[config.mk]
export PLATFORM = sky130hd
export DESIGN_NAME = conv_window_scheduler
export DESIGN_NICKNAME = d
export VERILOG_FILES = /design/src/rtl/conv_window_scheduler.sv
export SDC_FILE = /design/constraint.sdc
export NUM_CORES = 1
export LEC_CHECK = 0
export ABC_CLOCK_PERIOD_IN_PS = 2460
export CELL_PAD_IN_SITES_DETAIL_PLACEMENT = 0
export CELL_PAD_IN_SITES_GLOBAL_PLACEMENT = 2
export CORE_MARGIN = 4
export CORE_UTILIZATION = 29
export DETAILED_ROUTE_END_ITERATION = 10
export HOLD_SLACK_MARGIN = 0.08
export PLACE_DENSITY_LB_ADDON = 0.1
export SLEW_MARGIN = 25
export SYNTH_ARGS = -nofsm -noshare
export SYNTH_HDL_FRONTEND = slang
export SYNTH_SLANG_ARGS = --single-unit
[constraint.sdc]
create_clock -name clk -period 2.46 [get_ports clk]
set_input_delay 0.738 -clock clk [delete_from_list [all_inputs] [get_ports clk]]
set_output_delay 0.738 -clock clk [all_outputs]
set_load 0.01 [all_outputs]
[src/rtl/conv_window_scheduler.sv]
// Drives one shared MAC PE over every KxK window of an IN_DIM x IN_DIM tile,
// then holds each window result on a valid/ready port until it is accepted.
module conv_window_scheduler #(
  parameter int IN_DIM = 4,
  parameter int K = 3,
  parameter int LAT = 2,
  localparam int OUT_DIM = IN_DIM - K + 1,
  localparam int IW = $clog2(IN_DIM),
  localparam int KW = $clog2(K),
  localparam int OW = ($clog2(OUT_DIM) > 1) ? $clog2(OUT_DIM) : 1
) (
  input  logic          clk,
  input  logic          rst,
  input  logic          start,
  output logic          busy,
  output logic          done,
  output logic          pe_rst,
  output logic          op_valid,
  output logic [IW-1:0] in_row,
  output logic [IW-1:0] in_col,
  output logic [KW-1:0] f_row,
  output logic [KW-1:0] f_col,
  input  logic [7:0]    pe_out,
  output logic [7:0]    res_data,
  output logic [OW-1:0] res_row,
  output logic [OW-1:0] res_col,
  output logic          res_valid,
  input  logic          res_ready
);

  localparam int DW = ($clog2(LAT) > 1) ? $clog2(LAT) : 1;

  typedef enum logic [2:0] {S_IDLE, S_CLEAR, S_FEED, S_DRAIN, S_OUT, S_DONE} state_t;

  state_t        state, state_n;
  logic [OW-1:0] wr, wc;
  logic [KW-1:0] tr, tc;
  logic [DW-1:0] dc;
  logic [IW-1:0] in_row_q, in_col_q;
  logic [KW-1:0] f_row_q, f_col_q;
  logic          tap_last, drain_last, win_last, wc_last;

  assign tap_last   = (tr == KW'(K - 1)) && (tc == KW'(K - 1));
  assign drain_last = (dc == DW'(LAT - 1));
  assign wc_last    = (wc == OW'(OUT_DIM - 1));
  assign win_last   = (wr == OW'(OUT_DIM - 1)) && wc_last;

  always_comb begin
    state_n  = state;
    busy     = 1'b1;
    done     = 1'b0;
    pe_rst   = 1'b0;
    op_valid = 1'b0;
    case (state)
      S_IDLE: begin
        busy   = 1'b0;
        pe_rst = 1'b1;
        if (start) state_n = S_CLEAR;
      end
      S_CLEAR: begin
        pe_rst  = 1'b1;
        state_n = S_FEED;
      end
      S_FEED: begin
        op_valid = 1'b1;
        if (tap_last) state_n = S_DRAIN;
      end
      S_DRAIN: begin
        if (drain_last) state_n = S_OUT;
      end
      S_OUT: begin
        if (res_ready) state_n = win_last ? S_DONE : S_CLEAR;
      end
      S_DONE: begin
        done    = 1'b1;
        pe_rst  = 1'b1;
        state_n = S_IDLE;
      end
      default: state_n = S_IDLE;
    endcase
  end

  // Filter taps are walked in reverse to give the 180-degree rotation the PE wiring expects.
  always_comb begin
    in_row = in_row_q;
    in_col = in_col_q;
    f_row  = f_row_q;
    f_col  = f_col_q;
    if (op_valid) begin
      in_row = IW'(wr) + IW'(tr);
      in_col = IW'(wc) + IW'(tc);
      f_row  = KW'(K - 1) - tr;
      f_col  = KW'(K - 1) - tc;
    end
  end

  always_ff @(posedge clk) begin
    if (rst) begin
      state     <= S_IDLE;
      wr        <= '0;
      wc        <= '0;
      tr        <= '0;
      tc        <= '0;
      dc        <= '0;
      in_row_q  <= '0;
      in_col_q  <= '0;
      f_row_q   <= '0;
      f_col_q   <= '0;
      res_data  <= '0;
      res_row   <= '0;
      res_col   <= '0;
      res_valid <= 1'b0;
    end else begin
      state    <= state_n;
      in_row_q <= in_row;
      in_col_q <= in_col;
      f_row_q  <= f_row;
      f_col_q  <= f_col;
      case (state)
        S_IDLE: begin
          if (start) begin
            wr <= '0;
            wc <= '0;
          end
        end
        S_CLEAR: begin
          tr <= '0;
          tc <= '0;
        end
        S_FEED: begin
          dc <= '0;
          if (tc == KW'(K - 1)) begin
            tc <= '0;
            if (!tap_last) tr <= tr + KW'(1);
          end else begin
            tc <= tc + KW'(1);
          end
        end
        S_DRAIN: begin
          dc <= dc + DW'(1);
          if (drain_last) begin
            res_data  <= pe_out;
            res_row   <= wr;
            res_col   <= wc;
            res_valid <= 1'b1;
          end
        end
        S_OUT: begin
          if (res_ready) begin
            res_valid <= 1'b0;
            if (!win_last) begin
              if (wc_last) begin
                wc <= '0;
                wr <= wr + OW'(1);
              end else begin
                wc <= wc + OW'(1);
              end
            end
          end
        end
        default: ;
      endcase
    end
  end

endmodule

==> qor.txt <==
via count - 1,216
die height - 75.60 um
H-tree Lvls - 2
drt via density - 4.884
Cell Area, Placed - 0.001720 sq mm
Post-synth EDFFs - 0
first-pass GRT wire length - 5.561 mm
Most used DFF post-synth - dfxtp_1
clk slew on worst S/H paths - 60 ps
Max Cap Violations - 0
layout cell share with drive strength beyond 1 - 8.629%
drt wl/cell - 13.53 um
top post-synthesis cells by count - nand2_1 (39), dfxtp_1 (29), a21oi_1 (18)
CP Data Required Time - 1720 ps
sequential fraction of the synthesis area - 43.81%
post-synth cell types - 32
setup TNS - 0 ps
multi-input combinational cell area - 665.6 sq um
crit path DAT - 1630 ps
Die ar. - 0.005715 sq mm
Num Clock Sinks - 29
Worst VDD drop - 0.4379 mV
Final #Nets - 215
first-pass iteration count of the detailed router - 4
Worst Path Max Fanout - 16
Syn Nets - 178
Worst-Skew Late Latency - 280 ps
# DRC - 0
RSZ-0062 raised after global routing - no
CP endpoint kind - primary output
pin slew with the least headroom to its limit - 496.9 ps
Routed Antenna Nets - 0
initial antenna violation count - 0
leading area contributor after synthesis - dfxtp_1
Setup Viol. Count Final - 0
Hold-fix buffers, CTS - 0
min cycle time layout - 2370 ps
leakage power - 0.6948 nW
Final Cell Area - 0.001805 sq mm
sequential cell area - 580.6 sq um
Final Skew - 10.55 ps
Num CTS Buffers - 5
critical path type - flop to primary output
Synthesis Warnings - 0
top cell type's share of synthesized area - 43.81%
Synth area leaders - dfxtp_1 (44%), nand2_1 (11%), a21oi_1 (6.8%)
pin count of the biggest net entering global routing - 19
relative slew slack - 66.80%
top-count cell post-synth - nand2_1
area grow syn2layout - 36.26%
# diodes - 0
Pwr per Cell Area - 895.8 mW/mm^2
Max clock buf depth - 2
maximum clock frequency - 422.0 MHz
I/O Pins - 35
Root Buffer - clkbuf_8
synthesis-stage register bit count - 29
Mean Syn Cell Area - 8.281 sq um
Pwr Total - 1.617 mW
Die Width - 75.60 um
drt initial violations - 39
port bufs - 34
final wirelength - 3.368 mm
Reg-to-Reg Start - state[1]
crit start category - flop
Mapped Area - 0.001325 sq mm
CTS tree - built
grt ovf - 0
post-DP HPWL - 2.428 mm
Max Transition Viols Final - 0
gpl congestion - 0.7559
share of flip-flops with an asynchronous set or reset - 0%
Hold Path Class - flop to flop
worst hold slack - 456.9 ps
final hold vios - 0
Initial Util - 30.22%
final period utilization - 96.33%
row cnt - 24
vias in the first global route - 1,189
Critical Path Start - state[0]
Hold Path Origin - res_data[1]
Total GRT Usage - 13.14%
status - complete, no violations
CORE AREA - 0.004384 sq mm
Synth Instances - 160
Fillers - 446
[routing by layer]
metal  up-vias  GRT usage (%)  wire length [um]
li1        613              -                 -
met1       558          15.85              1503
met2        35          20.61              1563
met3        10          3.430               188
met4         0          8.544               112
met5         -              0                 0
[where the power goes]
group | switching [mW] | internal [mW]
combinational | 0.369 | 0.300
clock | 0.170 | 0.221
sequential | 0.0339 | 0.523
total | 0.573 | 1.04
[cell families (layout without fill, tap and decap cells)]
logic type                 Yosys count  in the layout  share of synthesized area (%)
and+or+nand+nor                     67             67                          23.23
AOI/OAI and AO/OA                   36             36                          17.37
DFF                                 29             29                          43.82
buffers and inverters               17             54                          6.327
adders and majority gates            6              6                          5.666
muxes                                3              3                          2.266
xor gates and xnor gates             2              2                          1.322
[cells in the final DEF, fill, tap and decap left out, types with 2 or more instances in the layout]
master / count
nand2_1: 39
dfxtp_1: 29
clkdlybuf4s50_1: 25
a21oi_1: 18
nor2b_1: 9
nor2_1: 8
inv_1: 6
ha_1: 6
clkbuf_8: 6
o21ai_1: 5
buf_4: 5
a2bb2oi_1: 4
dlygate4sd2_1: 4
clkdlybuf4s15_1: 4
mux2i_1: 3
xnor2_1: 2
and3_1: 2
nand2b_1: 2
a211oi_1: 2
[through the flow]
step	utilization, %	worst slack (ps)	std cells
3_5_place_dp	39.24	62.43	242
6_report	41.18	90.26	249
4_1_cts	41.04	49.71	249
3_3_place_gp	39.24	128.7	242
5_1_grt	41.18	0.8222	249
2_1_floorplan	-	584.4	160
[worst paths after layout]
path         slack, ps  depth (start not counted)           to
max                 90                          4    in_col[1]
min                460                          2  res_data[1]
max reg2reg        670                          5  res_data[3]
min reg2reg        460                          2  res_data[1]
[critical path: stages, from the launching register on]
cell and delay [ps]:
dfxtp_1 310, or3b_1 410, buf_6 180, o21ai_1 170
dlygate4sd2_1 290
[area by class of cell]
cell class	count	share of cell area (%)
clock buffer	7	4.782
inverter	7	1.594
multi-input combinational	114	36.87
sequential	29	32.16
tap	52	3.604
timing repair buffer	40	21.00
[sequential cells by signal, summed over array words and instances, names as in the netlist]
register / flops
res_data: 8
state: 3
f_col_q: 2
f_row_q: 2
in_col_q: 2
in_row_q: 2
tc: 2
tr: 2
dc: 1
res_col: 1
res_row: 1
res_valid: 1
wc: 1
wr: 1
[timing repair]
item | CTS | global route
resized for setup | 10 | 7
buffers inserted | 0 | 0
endpoints found under the hold margin | 0 | 0
pin swaps | 0 | 0
endpoints found under the setup margin | 9 | 6
No activity file was read; power rests on OpenSTA's default activity.
